File: config.mk
export PLATFORM = sky130hd
export DESIGN_NAME = mem_bist_master
export DESIGN_NICKNAME = d
export VERILOG_FILES = /design/src/rtl/mem_bist_pkg.sv /design/src/rtl/mem_bist_lfsr.sv /design/src/rtl/mem_bist_master.sv
export SDC_FILE = /design/constraint.sdc
export NUM_CORES = 1
export LEC_CHECK = 0
export CAP_MARGIN = 20
export CORE_MARGIN = 2
export CORE_UTILIZATION = 30
export DETAILED_ROUTE_END_ITERATION = 16
export GPL_TIMING_DRIVEN = 0
export PLACE_DENSITY = 0.55
export SYNTH_ARGS = -nofsm -noshare
export SYNTH_HDL_FRONTEND = slang
export SYNTH_SLANG_ARGS = --single-unit
File: constraint.sdc
create_clock -name i_clk -period 4.2 [get_ports i_clk]
set_clock_uncertainty 0.2 [all_clocks]
set_input_delay 0.42 -clock i_clk [delete_from_list [all_inputs] [get_ports i_clk]]
set_output_delay 0.42 -clock i_clk [all_outputs]
set_load 0.02 [all_outputs]
File: src/rtl/mem_bist_pkg.sv
// Shared types and constants for the memory BIST master: FSM states and the LFSR polynomial.
// LFSR is a right-shifting Galois form with feedback taps x^32+x^22+x^2+x+1.
package mem_bist_pkg;

    typedef enum logic [2:0] {
        ST_IDLE = 3'd0,
        ST_WR   = 3'd1,
        ST_TURN = 3'd2,
        ST_RD   = 3'd3,
        ST_DONE = 3'd4
    } bist_state_t;

    localparam logic [31:0] LFSR_POLY    = 32'h8020_0003;
    localparam logic [31:0] DEFAULT_SEED = 32'hACE1_0001;

    function automatic logic [31:0] lfsr_step(input logic [31:0] s);
        return s[0] ? ((s >> 1) ^ LFSR_POLY) : (s >> 1);
    endfunction

endpackage

File: src/rtl/mem_bist_lfsr.sv
// 32-bit Galois LFSR pattern source; load has priority over step, pattern is the low WIDTH bits.
// Output is registered state; no backpressure of its own (step is driven by the handshake).
module mem_bist_lfsr
    import mem_bist_pkg::*;
#(
    parameter int          WIDTH = 16,
    parameter logic [31:0] SEED  = DEFAULT_SEED
) (
    input  logic             i_clk,
    input  logic             i_rst,
    input  logic             i_load,
    input  logic             i_step,
    input  logic [31:0]      i_seed,
    output logic [WIDTH-1:0] o_pattern
);

    logic [31:0] r_lfsr;

    always_ff @(posedge i_clk) begin
        if (i_rst) begin
            r_lfsr <= SEED;
        end else if (i_load) begin
            r_lfsr <= i_seed;
        end else if (i_step) begin
            r_lfsr <= lfsr_step(r_lfsr);
        end
    end

    assign o_pattern = r_lfsr[WIDTH-1:0];

endmodule

File: src/rtl/mem_bist_master.sv
// Memory BIST initiator: write LFSR pattern over a wrapping address range, read back and compare.
// Holds requests while ready is low (bounded by TIMEOUT); MEM_BIST_FIRST_ERR_EN adds first-error capture.
module mem_bist_master
    import mem_bist_pkg::*;
#(
    parameter int          WIDTH      = 16,
    parameter int          ADDR_WIDTH = 6,
    parameter int          DEPTH      = 64,
    parameter logic [31:0] SEED       = DEFAULT_SEED,
    parameter int          TIMEOUT    = 255
) (
    input  logic                  i_clk,
    input  logic                  i_rst,
    input  logic                  i_start,
    input  logic [ADDR_WIDTH-1:0] i_start_addr,
    input  logic [ADDR_WIDTH-1:0] i_num_loc,
    output logic                  o_busy,
    output logic                  o_done,
    output logic                  o_pass,
    output logic                  o_timeout,
    output logic [ADDR_WIDTH:0]   o_err_count,
    output logic [ADDR_WIDTH-1:0] o_first_err_addr,
    output logic [WIDTH-1:0]      o_first_err_data,
    output logic                  o_valid,
    output logic                  o_wr_en,
    output logic [ADDR_WIDTH-1:0] o_addr,
    output logic [WIDTH-1:0]      o_wdata,
    input  logic [WIDTH-1:0]      i_rdata,
    input  logic                  i_ready
);

    localparam int                  WAIT_W    = (TIMEOUT < 2) ? 1 : $clog2(TIMEOUT);
    localparam logic [WAIT_W-1:0]   WAIT_LAST = WAIT_W'(TIMEOUT - 1);
    localparam logic [ADDR_WIDTH:0] ERR_MAX   = {1'b1, {ADDR_WIDTH{1'b0}}};

    bist_state_t           r_state;
    logic                  r_busy, r_done, r_timeout, r_valid, r_wr_en;
    logic [ADDR_WIDTH-1:0] r_addr, r_base, r_num, r_cnt;
    logic [WAIT_W-1:0]     r_wait;
    logic [ADDR_WIDTH:0]   r_err_count;
    logic                  r_cmp_vld;
    logic [WIDTH-1:0]      r_cmp_data, r_cmp_exp;

    logic                  w_hs, w_start_ok, w_mismatch, w_lfsr_load;
    logic [ADDR_WIDTH-1:0] w_addr_next;
    logic [WIDTH-1:0]      w_pattern;

    assign w_hs        = r_valid && i_ready;
    assign w_start_ok  = i_start && (r_state == ST_IDLE || r_state == ST_DONE);
    assign w_mismatch  = r_cmp_vld && (r_cmp_data != r_cmp_exp);
    assign w_lfsr_load = w_start_ok || (r_state == ST_TURN);
    assign w_addr_next = (r_addr == ADDR_WIDTH'(DEPTH - 1)) ? '0 : r_addr + 1'b1;

    mem_bist_lfsr #(
        .WIDTH (WIDTH),
        .SEED  (SEED)
    ) u_lfsr (
        .i_clk     (i_clk),
        .i_rst     (i_rst),
        .i_load    (w_lfsr_load),
        .i_step    (w_hs),
        .i_seed    (SEED),
        .o_pattern (w_pattern)
    );

    // Compare runs one cycle after the read handshake off registered rdata, so the read
    // phase ends with a single drain cycle (valid low, still busy) before DONE.
    always_ff @(posedge i_clk) begin
        if (i_rst) begin
            r_state     <= ST_IDLE;
            r_busy      <= 1'b0;
            r_done      <= 1'b0;
            r_timeout   <= 1'b0;
            r_valid     <= 1'b0;
            r_wr_en     <= 1'b0;
            r_addr      <= '0;
            r_base      <= '0;
            r_num       <= '0;
            r_cnt       <= '0;
            r_wait      <= '0;
            r_err_count <= '0;
            r_cmp_vld   <= 1'b0;
            r_cmp_data  <= '0;
            r_cmp_exp   <= '0;
        end else begin
            r_cmp_vld <= 1'b0;
            if (w_mismatch && r_err_count != ERR_MAX) begin
                r_err_count <= r_err_count + 1'b1;
            end
            case (r_state)
                ST_IDLE, ST_DONE: begin
                    if (i_start) begin
                        r_state     <= ST_WR;
                        r_busy      <= 1'b1;
                        r_done      <= 1'b0;
                        r_timeout   <= 1'b0;
                        r_valid     <= 1'b1;
                        r_wr_en     <= 1'b1;
                        r_addr      <= i_start_addr;
                        r_base      <= i_start_addr;
                        r_num       <= i_num_loc;
                        r_cnt       <= i_num_loc;
                        r_wait      <= '0;
                        r_err_count <= '0;
                    end
                end
                ST_TURN: begin
                    r_state <= ST_RD;
                    r_valid <= 1'b1;
                    r_addr  <= r_base;
                    r_cnt   <= r_num;
                    r_wait  <= '0;
                end
                default: begin
                    if (!r_valid) begin
                        r_state <= ST_DONE;
                        r_busy  <= 1'b0;
                        r_done  <= 1'b1;
                    end else if (i_ready) begin
                        r_wait <= '0;
                        r_addr <= w_addr_next;
                        if (r_state == ST_RD) begin
                            r_cmp_vld  <= 1'b1;
                            r_cmp_data <= i_rdata;
                            r_cmp_exp  <= w_pattern;
                        end
                        if (r_cnt == '0) begin
                            r_valid <= 1'b0;
                            r_wr_en <= 1'b0;
                            if (r_state == ST_WR) begin
                                r_state <= ST_TURN;
                            end
                        end else begin
                            r_cnt <= r_cnt - 1'b1;
                        end
                    end else if (r_wait == WAIT_LAST) begin
                        r_state   <= ST_DONE;
                        r_valid   <= 1'b0;
                        r_wr_en   <= 1'b0;
                        r_busy    <= 1'b0;
                        r_done    <= 1'b1;
                        r_timeout <= 1'b1;
                    end else begin
                        r_wait <= r_wait + 1'b1;
                    end
                end
            endcase
        end
    end

`ifdef MEM_BIST_FIRST_ERR_EN
    logic [ADDR_WIDTH-1:0] r_cmp_addr, r_first_err_addr;
    logic [WIDTH-1:0]      r_first_err_data;

    always_ff @(posedge i_clk) begin
        if (i_rst) begin
            r_cmp_addr       <= '0;
            r_first_err_addr <= '0;
            r_first_err_data <= '0;
        end else begin
            if (w_start_ok) begin
                r_first_err_addr <= '0;
                r_first_err_data <= '0;
            end else if (w_mismatch && r_err_count == '0) begin
                r_first_err_addr <= r_cmp_addr;
                r_first_err_data <= r_cmp_data;
            end
            if (w_hs && r_state == ST_RD) begin
                r_cmp_addr <= r_addr;
            end
        end
    end

    assign o_first_err_addr = r_first_err_addr;
    assign o_first_err_data = r_first_err_data;
`else
    assign o_first_err_addr = '0;
    assign o_first_err_data = '0;
`endif

    assign o_busy      = r_busy;
    assign o_done      = r_done;
    assign o_timeout   = r_timeout;
    assign o_err_count = r_err_count;
    assign o_pass      = r_done && (r_err_count == '0) && !r_timeout;
    assign o_valid     = r_valid;
    assign o_wr_en     = r_wr_en;
    assign o_addr      = r_addr;
    assign o_wdata     = r_wr_en ? w_pattern : '0;

endmodule
==> out/qor.yml <==
run_status: "finished, final reports clean"
hold-worst-slack_ns: 0.253
finish.net_count: 803
wire_per_inst_microns: 13.4
rsz0062_at_grt: "false"
grt_antenna_before_repair: 0
static-leakage-power_nw: 2.31
route.antenna.remaining_nets: 0
transition_at_the_pin_with_the_smallest_max_transition_slack_ns: 0.579
grt_start_max_net_pins: 19
report.final.hold_viol_count: 0
die_area_sq_mm: 0.0186
synth-async-reset-ratio_pct: 0
cp_slowest_cell: "clkdlybuf4s50_1"
clk_pin_slew_worst_paths_ns: 0.08
drt_iter0_markers: 261
post_synth_inst_count: 667
powerDensity_mw_per_mm2: 351
critical_path.max_stage_delay_ns: 0.59
coreArea_sq_mm: 0.0172
die_h_microns: 136
cts_hold_buffers: 0
worstSkewPairLatency_ns: 0.36
worst-r2r-setup-slack_ns: 2.15
insertedDiodeCount: 0
critical_path_cell_list: "inv_1 -> ha_1 -> nor3b_1 -> and3_1 -> clkdlybuf4s50_1"
fraction_of_final_layout_cells_with_drive_strength_greater_than_1_pct: 9.48
cp_data_required_time_ns: 3.58
globalRoute.totalOverflow: 0
totalNegativeSetupSlack_ns: 0
first_pass_iters: 5
max_freq_mhz: 386
via_count: 4560
routed_vias_inst: 4.58
mappedNetlistArea_sq_mm: 0.00526
fp.dieW_microns: 136
route.detailed.drc: 0
num_rows: 48
routabilityCongestion: 0.814
first_global_vias: 4128
startpoint_type: "flip-flop"
path_class: "flip-flop to output port"
clock_sinks: 112
syn_to_final_growth_pct: 24.9
post_synth_main_area_contributors: "dfxtp_1 43%, nand2_1 12%, a21oi_1 9.5%, xnor2_1 4.2%, buf_4 3.6%"
number_of_violations_of_the_max_capacitance_limit: 0
critPathCaptureType: "output port"
synth.yosys.seq_area_share_pct: 42.6
cts_tree: "built"
timing.final.crit_period_ns: 2.59
period_share_pct: 61.7
synthDominantCellAreaShare_pct: 42.6
yosysTopAreaCell: "dfxtp_1"
synthesis.area_per_instance_sq_um: 7.89
worst-path-max-fanout: 7
ir_worst_vdd_uv: 215
setup-violations-final: 0
yosys.cell_types.count: 63
setup_ws_ns: 1.61
cp.arrival_ns: 1.97
final.fill_count: 1790
post_cts.repair.setup_buffers: 0
cts_resized: 0
cts-htree-levels: 3
timing.slew.headroom_pct: 61.4
count_of_state_elements_after_synthesis: 112
yosysWarnings: 0
predominant_post_synthesis_flop_cell: "dfxtp_1"
io_pins: 89
placement.io_buffers: 66
wirelength_microns: 13300
hold_path.class: "flip-flop to flip-flop"
cts_max_path_buffers: 2
cts-buffers-inserted: 9
grt_pass1_wl_microns: 21500
post-dp-hpwl_microns: 9840
placement_setup_slack_ns: 1.71
clock_root_cell: "clkbuf_16"
initial_utilization_pct: 30.5
maxSlewViolCount: 0
synth-edff-count: 0
global_route.usage.total_pct: 14.7
[synth_stat cells, types with 3 or more instances]
master and instances:
nand2_1 173, dfxtp_1 112, a21oi_1 100, nor2_1 26, buf_4 25, xnor2_1 25, clkbuf_1 20, and2_1 19
o21ai_1 14, nand3_1 13, o21ai_0 13, buf_2 11, nand4_1 9, nor3_1 8, inv_1 7, ha_1 6
nand2b_1 6, buf_6 5, nand3b_1 4, nor3b_1 4, or3_1 4, a211oi_1 3, a22oi_1 3, and3_1 3
and3b_1 3, o211ai_1 3
[path summary, 6_finish.rpt]
kind                     startpoint                 to  cells after the start
setup / recovery     o_err_count[0]             o_pass                      5
hold / removal    u_lfsr.r_lfsr[25]  u_lfsr.r_lfsr[24]                      2
setup reg to reg           r_cnt[0]           r_cnt[1]                      7
hold reg to reg   u_lfsr.r_lfsr[25]  u_lfsr.r_lfsr[24]                      2
[worst max-delay path, delay by kind of cell (launching register included)]
kind	cells	cell delay (ns)
buffers and inverters	2	0.67
DFF	1	0.38
and+or+nand+nor	2	0.42
adders and majority gates	1	0.15
[routing by layer]
layer  global-route usage, %  wire [microns]
met5                       0               0
met4                    3.82             119
met3                    3.32             687
met2                    22.7            6130
met1                    20.6            6400
[registers in the layout, indices dropped and copies added, names as in the netlist, 3 cells and up]
signal	cells
r_num	6
u_lfsr.r_lfsr	32
r_state	3
r_cmp_data	16
r_cnt	6
r_cmp_exp	16
o_err_count	7
o_addr	6
r_base	6
r_wait	8
[layout make-up]
cell class	count	area, sq um	share of cell area [%]
Multi-Input combinational cell	506	2690	40.9
Sequential cell	112	2240	34.1
Timing Repair Buffer	66	661	10.0
Buffer	62	378	5.75
Tap cell	225	282	4.28
Clock buffer	12	256	3.90
Clock inverter	4	35.0	0.533
Inverter	8	30.0	0.457
[kinds of logic (layout without fill, tap and decap cells)]
| group | Yosys count | in the layout | share of synthesized area [%] |
|---|---|---|---|
| other | 1 | 22 | 0.0713 |
| adder cells (fa/ha/maj) | 6 | 6 | 1.43 |
| XOR/XNOR | 26 | 26 | 4.33 |
| AND/OR/NAND/NOR | 289 | 289 | 25.7 |
| AO/OA/AOI/OAI | 163 | 163 | 18.1 |
| buffers and inverters | 70 | 152 | 7.75 |
| flip-flops | 112 | 112 | 42.6 |
[layout by cell type, fill, tap and decap left out, types with 3 or more instances in the layout]
master and instances:
or3_1 4, clkbuf_16 9, a21oi_1 100, nand2_1 173, nand2b_1 6, a22oi_1 3
nand3_1 13, nor2_1 26, ha_1 6, o21ai_0 13, conb_1 22, nor3b_1 4
nand3b_1 4, buf_4 25, clkbuf_1 21, and3b_1 3, a211oi_1 3, buf_6 5
o211ai_1 3, nor3_1 8, dfxtp_1 112, clkdlybuf4s50_1 66, and2_1 19, xnor2_1 25
buf_2 11, and3_1 3, inv_1 7, o21ai_1 14, nand4_1 9
[power breakdown]
part	internal, mW	switching, mW
Sequential	1.09	0.0296
Clock	0.443	0.410
Combinational	0.135	0.194
[per-stage QoR]
stage	cell area, sq um	cells	utilization [%]	power [mW]
after global placement	6280	979	36.4	1.48
after CTS	6570	995	38.1	2.33
after floorplan	5340	688	-	1.36
final	6570	995	38.1	2.31
after global routing	6570	995	38.1	2.40
after detailed placement	6280	979	36.4	1.48
Power figures use the tool's default switching activity.
